$ cat src/rtl/sng_array.sv
// Multi-lane stochastic number generator.
// Each lane turns an unsigned operand into a unary-weighted bitstream:
// quota -> Weyl-sequence bit placement -> phase rotation. The rotation
// phase comes from a beat counter offset by the lane index, so lanes that
// carry equal operands still produce decorrelated streams.
// Two pipeline stages with valid/ready chaining on both sides.
module sng_array #(
  parameter int LANES     = 4,
  parameter int BITSTREAM = 64,
  parameter int BASE      = 61,
  parameter int STRIDE    = 17,
  parameter int QUANT     = 8,
  parameter int PHASE_W   = 2
) (
  input  logic                           clk,
  input  logic                           rst_n,
  input  logic [LANES*QUANT-1:0]         in_data,
  input  logic                           in_valid,
  input  logic                           in_last,
  output logic                           in_ready,
  input  logic                           phase_bypass,
  output logic [LANES*BITSTREAM-1:0]     out_bits,
  output logic                           out_valid,
  output logic                           out_last,
  input  logic                           out_ready
);

  localparam int LOG2BS = $clog2(BITSTREAM);
  localparam int QW     = LOG2BS + 1;           // quota width, holds 0..BITSTREAM
  localparam int PROD_W = QUANT + LOG2BS + 1;   // d*BITSTREAM + rounding half
  localparam int HALF   = 2 ** (QUANT - 1);
  localparam int STEP   = BITSTREAM >> PHASE_W; // rotation granule per phase

  // Parameter legality is checked at elaboration time.
  if ((BITSTREAM & (BITSTREAM - 1)) != 0 || BITSTREAM < 8 || BITSTREAM > 256) begin : g_bad_bitstream
    $error("sng_array: BITSTREAM must be a power of two in 8..256");
  end
  if (BASE < 0 || BASE >= BITSTREAM) begin : g_bad_base
    $error("sng_array: BASE must lie in 0..BITSTREAM-1");
  end
  if (STRIDE % 2 == 0) begin : g_bad_stride
    $error("sng_array: STRIDE must be odd so the Weyl walk visits every bit");
  end
  if (PHASE_W < 1 || PHASE_W > LOG2BS) begin : g_bad_phase
    $error("sng_array: PHASE_W must be in 1..log2(BITSTREAM)");
  end
  if (LANES < 1 || QUANT < 1) begin : g_bad_shape
    $error("sng_array: LANES and QUANT must be positive");
  end

  // Full per-lane transform: rounded quota, Weyl placement, left rotation.
  function automatic logic [BITSTREAM-1:0] lane_stream(
    input logic [QUANT-1:0]   d,
    input logic [PHASE_W-1:0] lk,
    input logic               byp
  );
    logic [PROD_W-1:0]    scaled;
    logic [PROD_W-1:0]    q_full;
    logic [QW-1:0]        q;
    logic [BITSTREAM-1:0] pat;
    logic [LOG2BS-1:0]    r;
    scaled = (PROD_W'(d) << LOG2BS) + PROD_W'(HALF);
    q_full = scaled >> QUANT;
    q      = (q_full > PROD_W'(BITSTREAM)) ? QW'(BITSTREAM) : q_full[QW-1:0];
    // Step j of the Weyl walk lands on a fixed bit; it is lit when j < q.
    // STRIDE is odd, so positions never collide and popcount equals q.
    pat = '0;
    for (int j = 0; j < BITSTREAM; j++) begin
      if (QW'(j) < q) pat[LOG2BS'((BASE + j * STRIDE) % BITSTREAM)] = 1'b1;
    end
    r = byp ? '0 : LOG2BS'(int'(lk) * STEP);
    // With r = 0 the right shift is by the full width and contributes 0.
    return (pat << r) | (pat >> (BITSTREAM - int'(r)));
  endfunction

  // Pipeline state.
  logic                       v1, v2;
  logic [LANES*QUANT-1:0]     s1_data;
  logic [PHASE_W-1:0]         s1_k;
  logic                       s1_bypass;
  logic                       s1_last;
  logic [PHASE_W-1:0]         k;
  logic [LANES*BITSTREAM-1:0] nxt_bits;
  logic                       s1_ready, s2_ready, accept;

  // Ready chain: a stage may load when it is empty or its contents move on.
  assign s2_ready  = !v2 || out_ready;
  assign s1_ready  = !v1 || s2_ready;
  assign in_ready  = s1_ready;
  assign accept    = in_valid && s1_ready;
  assign out_valid = v2;

  // Stage 1: capture the operand beat with the phase it must use.
  // NOTE: sequential state uses non-blocking (<=) so every flop samples
  // pre-edge values; blocking here would create order-dependent races.
  // NOTE: payload registers are reset along with the valids so the outputs
  // read as zero during and right after reset, not stale data.
  always_ff @(posedge clk or negedge rst_n) begin
    if (!rst_n) begin
      v1        <= 1'b0;
      s1_data   <= '0;
      s1_k      <= '0;
      s1_bypass <= 1'b0;
      s1_last   <= 1'b0;
      k         <= '0;
    end else begin
      if (s1_ready) begin
        v1 <= in_valid;
        if (in_valid) begin
          s1_data   <= in_data;
          s1_k      <= k;
          s1_bypass <= phase_bypass;
          s1_last   <= in_last;
        end
      end
      if (accept) k <= in_last ? '0 : k + PHASE_W'(1);
    end
  end

  // Per-lane bitstream generation from the stage-1 registers.
  // NOTE: default assignment first so every path drives nxt_bits and no
  // latch is inferred.
  always_comb begin
    nxt_bits = '0;
    for (int i = 0; i < LANES; i++) begin
      nxt_bits[i*BITSTREAM +: BITSTREAM] =
        lane_stream(s1_data[i*QUANT +: QUANT], s1_k + PHASE_W'(i), s1_bypass);
    end
  end

  // Stage 2: register the finished bitstreams; hold them while stalled.
  always_ff @(posedge clk or negedge rst_n) begin
    if (!rst_n) begin
      v2       <= 1'b0;
      out_bits <= '0;
      out_last <= 1'b0;
    end else if (s2_ready) begin
      v2 <= v1;
      if (v1) begin
        out_bits <= nxt_bits;
        out_last <= s1_last;
      end
    end
  end

endmodule

$ cat config.mk
export PLATFORM = sky130hd
export DESIGN_NAME = sng_array
export DESIGN_NICKNAME = d
export VERILOG_FILES = /design/src/rtl/sng_array.sv
export SDC_FILE = /design/constraint.sdc
export NUM_CORES = 1
export LEC_CHECK = 0
export BUFFER_PORTS_ARGS = -buffer_cell sky130_fd_sc_hd__buf_2
export CELL_PAD_IN_SITES_DETAIL_PLACEMENT = 1
export CELL_PAD_IN_SITES_GLOBAL_PLACEMENT = 1
export CORE_MARGIN = 2
export CORE_UTILIZATION = 25
export CTS_BUF_LIST = sky130_fd_sc_hd__clkbuf_4 sky130_fd_sc_hd__clkbuf_8 sky130_fd_sc_hd__clkbuf_16
export DETAILED_ROUTE_END_ITERATION = 7
export PLACE_DENSITY = 0.54
export SLEW_MARGIN = 20
export SYNTH_ARGS = -nofsm -noshare
export SYNTH_HDL_FRONTEND = slang
export SYNTH_SLANG_ARGS = --single-unit
$ cat constraint.sdc
create_clock -name clk -period 3.45 [get_ports clk]
set_input_delay 0.1725 -clock clk [delete_from_list [all_inputs] [get_ports clk]]
set_output_delay 0.1725 -clock clk [all_outputs]
set_load 0.02 [all_outputs]
==> results of run 1 <==
critical path, stage by stage, from the launching register on:
cell and delay, ns:
dfrtp_1 0.49, ha_1 0.55, inv_1 0.27, and4_1 0.26, o21ai_1 0.63, nand2b_1 0.27, nor3_1 0.09, buf_4 0.18
mux2i_1 0.14, a22o_1 0.15
cells in the final DEF (no fill, tap or decap), drive strengths merged, types with 14 or more instances in the layout:
cell type	count
o31ai	23
and2	14
o22ai	15
a22o	26
dfrtp	293
nand2b	21
a221o	28
o211ai	15
nor3	38
o21ai	138
dlygate4sd3	34
buf	369
nand2	236
mux2i	15
clkbuf	51
a221oi	14
mux2	38
a21o	23
nor2	160
inv	24
a22oi	47
nand3	41
o21a	36
a31oi	23
o221ai	58
a21oi	103
stage by stage:
step	utilization	worst slack (ns)	cell area, um2	power [mW]	hold slack, ns
floorplan	-	0.536	16000	9.18	-0.123
global placement	0.295	0.456	18600	12.0	0.285
detailed placement	0.295	0.282	18600	12.1	0.293
CTS	0.322	0.282	20300	16.5	0.288
global route	0.322	0.142	20300	17.3	0.328
finish	0.322	0.349	20300	16.4	0.273
power groups by stage:
stage,combinational (mW),clock [mW],sequential [mW]
6_report,6.76,4.31,5.29
5_1_grt,7.26,4.57,5.43
4_1_cts,6.78,4.43,5.31
3_5_place_dp,6.72,0,5.35
3_3_place_gp,6.64,0,5.34
2_1_floorplan,2.96,0,6.23
final cells by class:
| type | count | area (um2) | share of cell area |
|---|---|---|---|
| Multi-Input combinational cell | 1301 | 8050 | 0.396 |
| Sequential cell | 293 | 7330 | 0.360 |
| Timing Repair Buffer | 403 | 2460 | 0.121 |
| Clock buffer | 51 | 1120 | 0.0549 |
| Tap cell | 846 | 1060 | 0.0520 |
| Clock inverter | 18 | 236 | 0.0116 |
| Inverter | 24 | 90.1 | 0.00443 |
sequential cells by signal, indices dropped and copies added (netlist names):
register   flops
out_last       1
s1_last        1
k              2
out_valid      1
s1_bypass      1
out_bits     256
s1_data       28
v1             1
s1_k           2
synthesized netlist by cell type, drive strengths merged (10+ instances only):
| master | count |
|---|---|
| o211ai | 15 |
| a21o | 23 |
| nand3 | 41 |
| o31ai | 23 |
| xnor2 | 11 |
| a31oi | 23 |
| a221o | 28 |
| a22o | 26 |
| nand2 | 236 |
| or3 | 11 |
| a221oi | 14 |
| buf | 59 |
| a32o | 10 |
| o21a | 36 |
| o21ai | 138 |
| mux2i | 15 |
| o221ai | 58 |
| nor2 | 160 |
| nor2b | 12 |
| and2 | 14 |
| o22ai | 15 |
| nand4 | 12 |
| a32oi | 11 |
| inv | 23 |
| clkbuf | 77 |
| and3 | 11 |
| nand2b | 21 |
| mux2 | 38 |
| a2bb2oi | 11 |
| dfrtp | 293 |
| a21oi | 103 |
| a22oi | 47 |
| nor3 | 38 |
path summary, 6_finish.rpt:
| check | end | slack, ns | cells after the start |
|---|---|---|---|
| max reg2reg | out_bits[126]$_DFFE_PN0P_ | 0.35 | 9 |
| min in group clk | s1_data[28]$_DFFE_PN0P_ | 0.43 | 3 |
| min | out_bits[147]$_DFFE_PN0P_ | 0.27 | 2 |
| max in group asynchronous | out_bits[112]$_DFFE_PN0P_ | 2.15 | 4 |
| max | out_bits[126]$_DFFE_PN0P_ | 0.35 | 9 |
| min reg2reg | out_bits[56]$_DFFE_PN0P_ | 0.46 | 2 |
kinds of logic (layout without fill, tap and decap cells):
kind of cell / after synthesis / in the layout / share of synthesized area
AOI/OAI and AO/OA: 640 / 640 / 0.282
and+or+nand+nor: 583 / 583 / 0.164
DFF: 293 / 293 / 0.458
buffers and inverters: 160 / 496 / 0.0423
muxes: 53 / 53 / 0.0379
xor gates and xnor gates: 17 / 17 / 0.00976
adders and majority gates: 8 / 8 / 0.00625
layer usage:
metal / vias up / global-route usage
li1: 7152 / -
met5: - / 0
met3: 114 / 0.0365
met4: 2 / 0.0680
met1: 8285 / 0.286
met2: 479 / 0.349
==> impl_metrics.csv, run 1 <==
group,metric,value,unit
synth,yosys.area.top_type,"dfrtp_1",
worst_setup_path,endpoint_kind,"flop",
worst_setup_path,r2r-start,"s1_data[9]$_DFFE_PN0P_",
clocking,cts.reportedPaths.clkPinSlew,0.06,ns
floorplanning,coreArea,0.0632,mm2
worst_setup_path,cp-start-kind,"flop",
synth,syn_inst,1754,
synth,synthTopCellsByArea,"dfrtp_1 (46%), nand2_1 (5.5%), o21ai_0 (3.7%), nor2_1 (3.7%), a21oi_1 (3.2%)",
worst_setup_path,crit_type,"reg -> reg",
routing,drt-pass1-iter-count,5,
clocking,numCtsBuffers,39,
power,power_frac_comb,0.413,
clocking,cts_sinks,293,
power,ir_worst_vdd,303,uV
timing,slew_headroom,0.378,
routing,drc,0,
synth,synth_edf_count,0,
global_route,antenna_found_initial,1,
floorplanning,rows,92,
timing,fin_skew,0.0282,ns
cells_and_area,fill_cells,7427,
routing,highest_layer,"met5",
timing,maxSlewViolCount,0,
power,power_switching,7.05,mW
floorplanning,die_w,257,um
floorplanning,initial_utilization,0.253,
synth,synth.top_cell.area_share,0.458,
clocking,cts_tree,"built",
floorplanning,ios,297,
power,p_leak,9.15,nW
worst_setup_path,cp.arrival,3.59,ns
synth,ys_async_sr_fraction,1.00,
cells_and_area,layout-drive-gt1-share,0.249,
timing,worst_slew_pin_slew,0.922,ns
power,clkPwrFrac,0.263,
synth,syn_avg_cell_area,9.13,um2
clocking,cts-root-buf,"clkbuf_16",
outcome,status,"complete, no violations",
floorplanning,dieArea,0.0661,mm2
cells_and_area,fin_cells,2936,
synth,ys_types,89,
synth,syn_nets,1800,
routing,met2_length,34000,um
placement,place_inst,2833,
routing,postRouteWirelength,72200,um
global_route,grt_pass1_wl,108000,um
synth,yosys_most_used_dff,"dfrtp_1",
routing,m1WireLength,32300,um
global_route,gr-total-overflow,0,
timing,finalSetupViolations,0,
cells_and_area,area_growth,27.0,%
global_route,grt_pass1_vias,16364,
floorplanning,die-height,257,um
synth,ys_warn_count,0,
power,seqPwrFrac,0.323,
flow_run,cap_violations,0,
worst_setup_path,required,3.94,ns
clocking,ctsHoldBuffers,34,
power,powerDensity,804,mW/mm2
global_route,grt_max_degree,93,
placement,io_buffers,292,
synth,synth_area,0.0160,mm2
routing,vias,16032,
routing,vias_per_cell,5.46,
routing,wl_met3,3670,um
routing,ant_nets,0,
clocking,clock_path_buffers,3,
routing,avgRoutedWirePerCell,24.6,um
global_route,grtUsageTotal,0.213,
timing,hold_violations,0,
timing,rsz0062_at_grt,"false",
power,p_int,9.31,mW
routing,drt_iter0_markers,1206,
timing,fin_tns_setup,0,ns
power,switching_share,0.431,
clocking,clock_latency,0.56,ns
clocking,post_cts_buffers,0,
timing,min_period_over_period,0.899,
worst_setup_path,cp-startpoint,"s1_data[9]$_DFFE_PN0P_",
clocking,cts_resized,0,
synth,synth_seq_cells,293,
placement,dp_hpwl,53200,um
cells_and_area,fin_nets,2108,
worst_setup_path,crit_fanout,14,
min_path,hp-class,"in -> async",
timing,period_needed,3.10,ns
cells_and_area,insertedDiodeCount,0,
placement,place_congestion,0.878,
clocking,htreeDepth,2,
timing,fmax,323,MHz
synth,yosysSeqAreaShare,0.458,
Note: power is estimated with default switching activity, not from simulation.
==> inputs of run 2 (changes only) <==
- clock period: 3.45 -> 3.1 ns (I/O delays scaled with it)
==> run 2 against run 1 <==
Final area rose by 1.4%; sequential share of layout area decreased by 0.48 points; register-to-register slack worse by 0.02 ns; largest cell class unchanged; highest routed layer is now met4.
==> impl_metrics.csv, run 2 (same netlist as run 1, synthesis figures left out) <==
group,metric,value,unit
global_route,grt_max_degree,94,
worst_setup_path,crit_type,"reg -> reg",
cells_and_area,largest_reg_flops,256,
timing,hold_violations,0,
worst_setup_path,cpPeakStageDelay,0.55,ns
timing,fmax,361,MHz
cells_and_area,top_register,"out_bits",
clocking,htreeDepth,2,
routing,drt_iter0_markers,1380,
worst_setup_path,crit_path_end,"out_bits[7]$_DFFE_PN0P_",
placement,place_congestion,0.910,
clocking,cts_tree,"built",
worst_setup_path,cp-startpoint,"s1_bypass$_DFFE_PN0P_",
flow_run,cap_violations,0,
cells_and_area,mostFrequentLayoutCell,"dfrtp_1",
global_route,grtUsageTotal,0.216,
clocking,cts.reportedPaths.clkPinSlew,0.06,ns
placement,dp_hpwl,53900,um
cells_and_area,top_regs,"out_bits (256), s1_data (28)",
timing,maxSlewViolCount,0,
placement,place_inst,2873,
cells_and_area,final_cell_mix,"dfrtp_1 (293), buf_2 (291), nand2_1 (232)",
timing,worst_slew_pin_slew,0.895,ns
worst_setup_path,endpoint_kind,"flop",
power,powerDensity,883,mW/mm2
cells_and_area,layout-drive-gt1-share,0.262,
worst_setup_path,reg2reg_slack,0.33,ns
cells_and_area,fin_cells,2974,
power,ir_worst_vdd,316,uV
min_path,hp-class,"in -> async",
timing,fin_hold_ws,0.242,ns
worst_setup_path,crit_fanout,9,
clocking,clock_path_buffers,3,
worst_setup_path,cp-start-kind,"flop",
routing,m1WireLength,33100,um
routing,postRouteWirelength,72900,um
floorplanning,coreArea,0.0632,mm2
routing,highest_layer,"met4",
worst_setup_path,required,3.54,ns
routing,ant_nets,0,
worst_setup_path,slowest_stage,"o21ai_1",
placement,io_buffers,292,
timing,slew_headroom,0.403,
cells_and_area,area_growth,28.7,%
floorplanning,initial_utilization,0.253,
global_route,grt_pass1_wl,110000,um
floorplanning,dieArea,0.0661,mm2
outcome,status,"complete, no violations",
floorplanning,ios,297,
clocking,cts_sinks,293,
timing,rsz0062_at_grt,"false",
clocking,numCtsBuffers,40,
global_route,gr-total-overflow,0,
timing,period_needed,2.77,ns
floorplanning,rows,92,
cells_and_area,fin_nets,2149,
worst_setup_path,timing.rr.end,"out_bits[7]$_DFFE_PN0P_",
routing,drc,0,
clocking,cts-root-buf,"clkbuf_16",
floorplanning,die_w,257,um
timing,min_period_over_period,0.893,
routing,vias_per_cell,5.43,
routing,vias,16163,
global_route,grt_pass1_vias,16661,
worst_setup_path,path_delay_family,"compound AO/OA/AOI/OAI gates",
worst_setup_path,critical_path_cell_count,9,
floorplanning,die-height,257,um
worst_setup_path,r2r-start,"s1_bypass$_DFFE_PN0P_",
worst_setup_path,crit_buf_inv,3,
worst_setup_path,path_cells,"buf_4, nor2b_1, inv_1, ha_1, nor2_1, o21ai_1, nor2_1, buf_4, a221o_1",
global_route,antenna_found_initial,2,
power,p_leak,9.35,nW
routing,avgRoutedWirePerCell,24.5,um
timing,fin_skew,0.0158,ns
routing,met2_length,35300,um
clocking,clock_latency,0.56,ns
worst_setup_path,reg2regPathDepth,9,
timing,finalSetupViolations,0,
timing,fin_tns_setup,0,ns
worst_setup_path,cp.arrival,3.21,ns
routing,drt-pass1-iter-count,5,
cells_and_area,fill_cells,7357,
cells_and_area,insertedDiodeCount,0,
routing,wl_met3,3140,um
## run 2: cell count changes in the layout (fill, tap and decap cells not counted), sizes merged
cell	change
inv	+2
clkinvlp	-3
clkbuf	-2
buf	+40
bufinv	-2
clkinv	+3
## run 2: through the flow
step                power [mW]  utilization  cell area, um2  setup slack (ns)
finish                    18.2        0.326           20600             0.332
detailed placement        13.6        0.300           19000             0.284
CTS                       18.4        0.326           20600             0.241
floorplan                 10.2            -           16000             0.186
global route              19.2        0.326           20600            0.0911
global placement          13.5        0.300           19000             0.300
## run 2: worst min-delay path by stage
stage / startpoint / to / slack, ns / depth (start not counted)
after detailed placement: rst_n / out_last$_DFFE_PN0P_ / 0.28 / 1
after floorplan: rst_n / k[0]$_DFFE_PN0P_ / -0.14 / 0
after CTS: rst_n / out_last$_DFFE_PN0P_ / 0.30 / 2
after global placement: rst_n / out_last$_DFFE_PN0P_ / 0.27 / 1
final: rst_n / out_last$_DFFE_PN0P_ / 0.24 / 2
after global routing: rst_n / out_last$_DFFE_PN0P_ / 0.30 / 2
## run 2: layout make-up
cell class                 instances  area (um2)  area share
timing repair buffer             443        2800       0.136
tap                              846        1060      0.0513
inverter                          24        90.1     0.00437
multi-input combinational       1301        8040       0.390
clock buffer                      49        1110      0.0539
sequential                       293        7330       0.356
clock inverter                    18         186     0.00904
## run 2: power breakdown
part	total [mW]	internal, mW	switching (mW)
sequential	5.91	4.96	0.949
combinational	7.69	2.58	5.10
clock	4.62	2.79	1.83
## run 2: timing repair
action | in CTS | in global routing
buffers inserted | 0 | 0
resized for setup | 0 | 0
hold buffers | 34 | 0
hold endpoints to repair | 117 | 0
## run 2: layer usage
| layer | vias up | track usage |
|---|---|---|
| met1 | 8409 | 0.298 |
| met4 | 0 | 0.0478 |
| met2 | 444 | 0.363 |
| li1 | 7241 | - |
| met5 | - | 0 |
| met3 | 69 | 0.0269 |
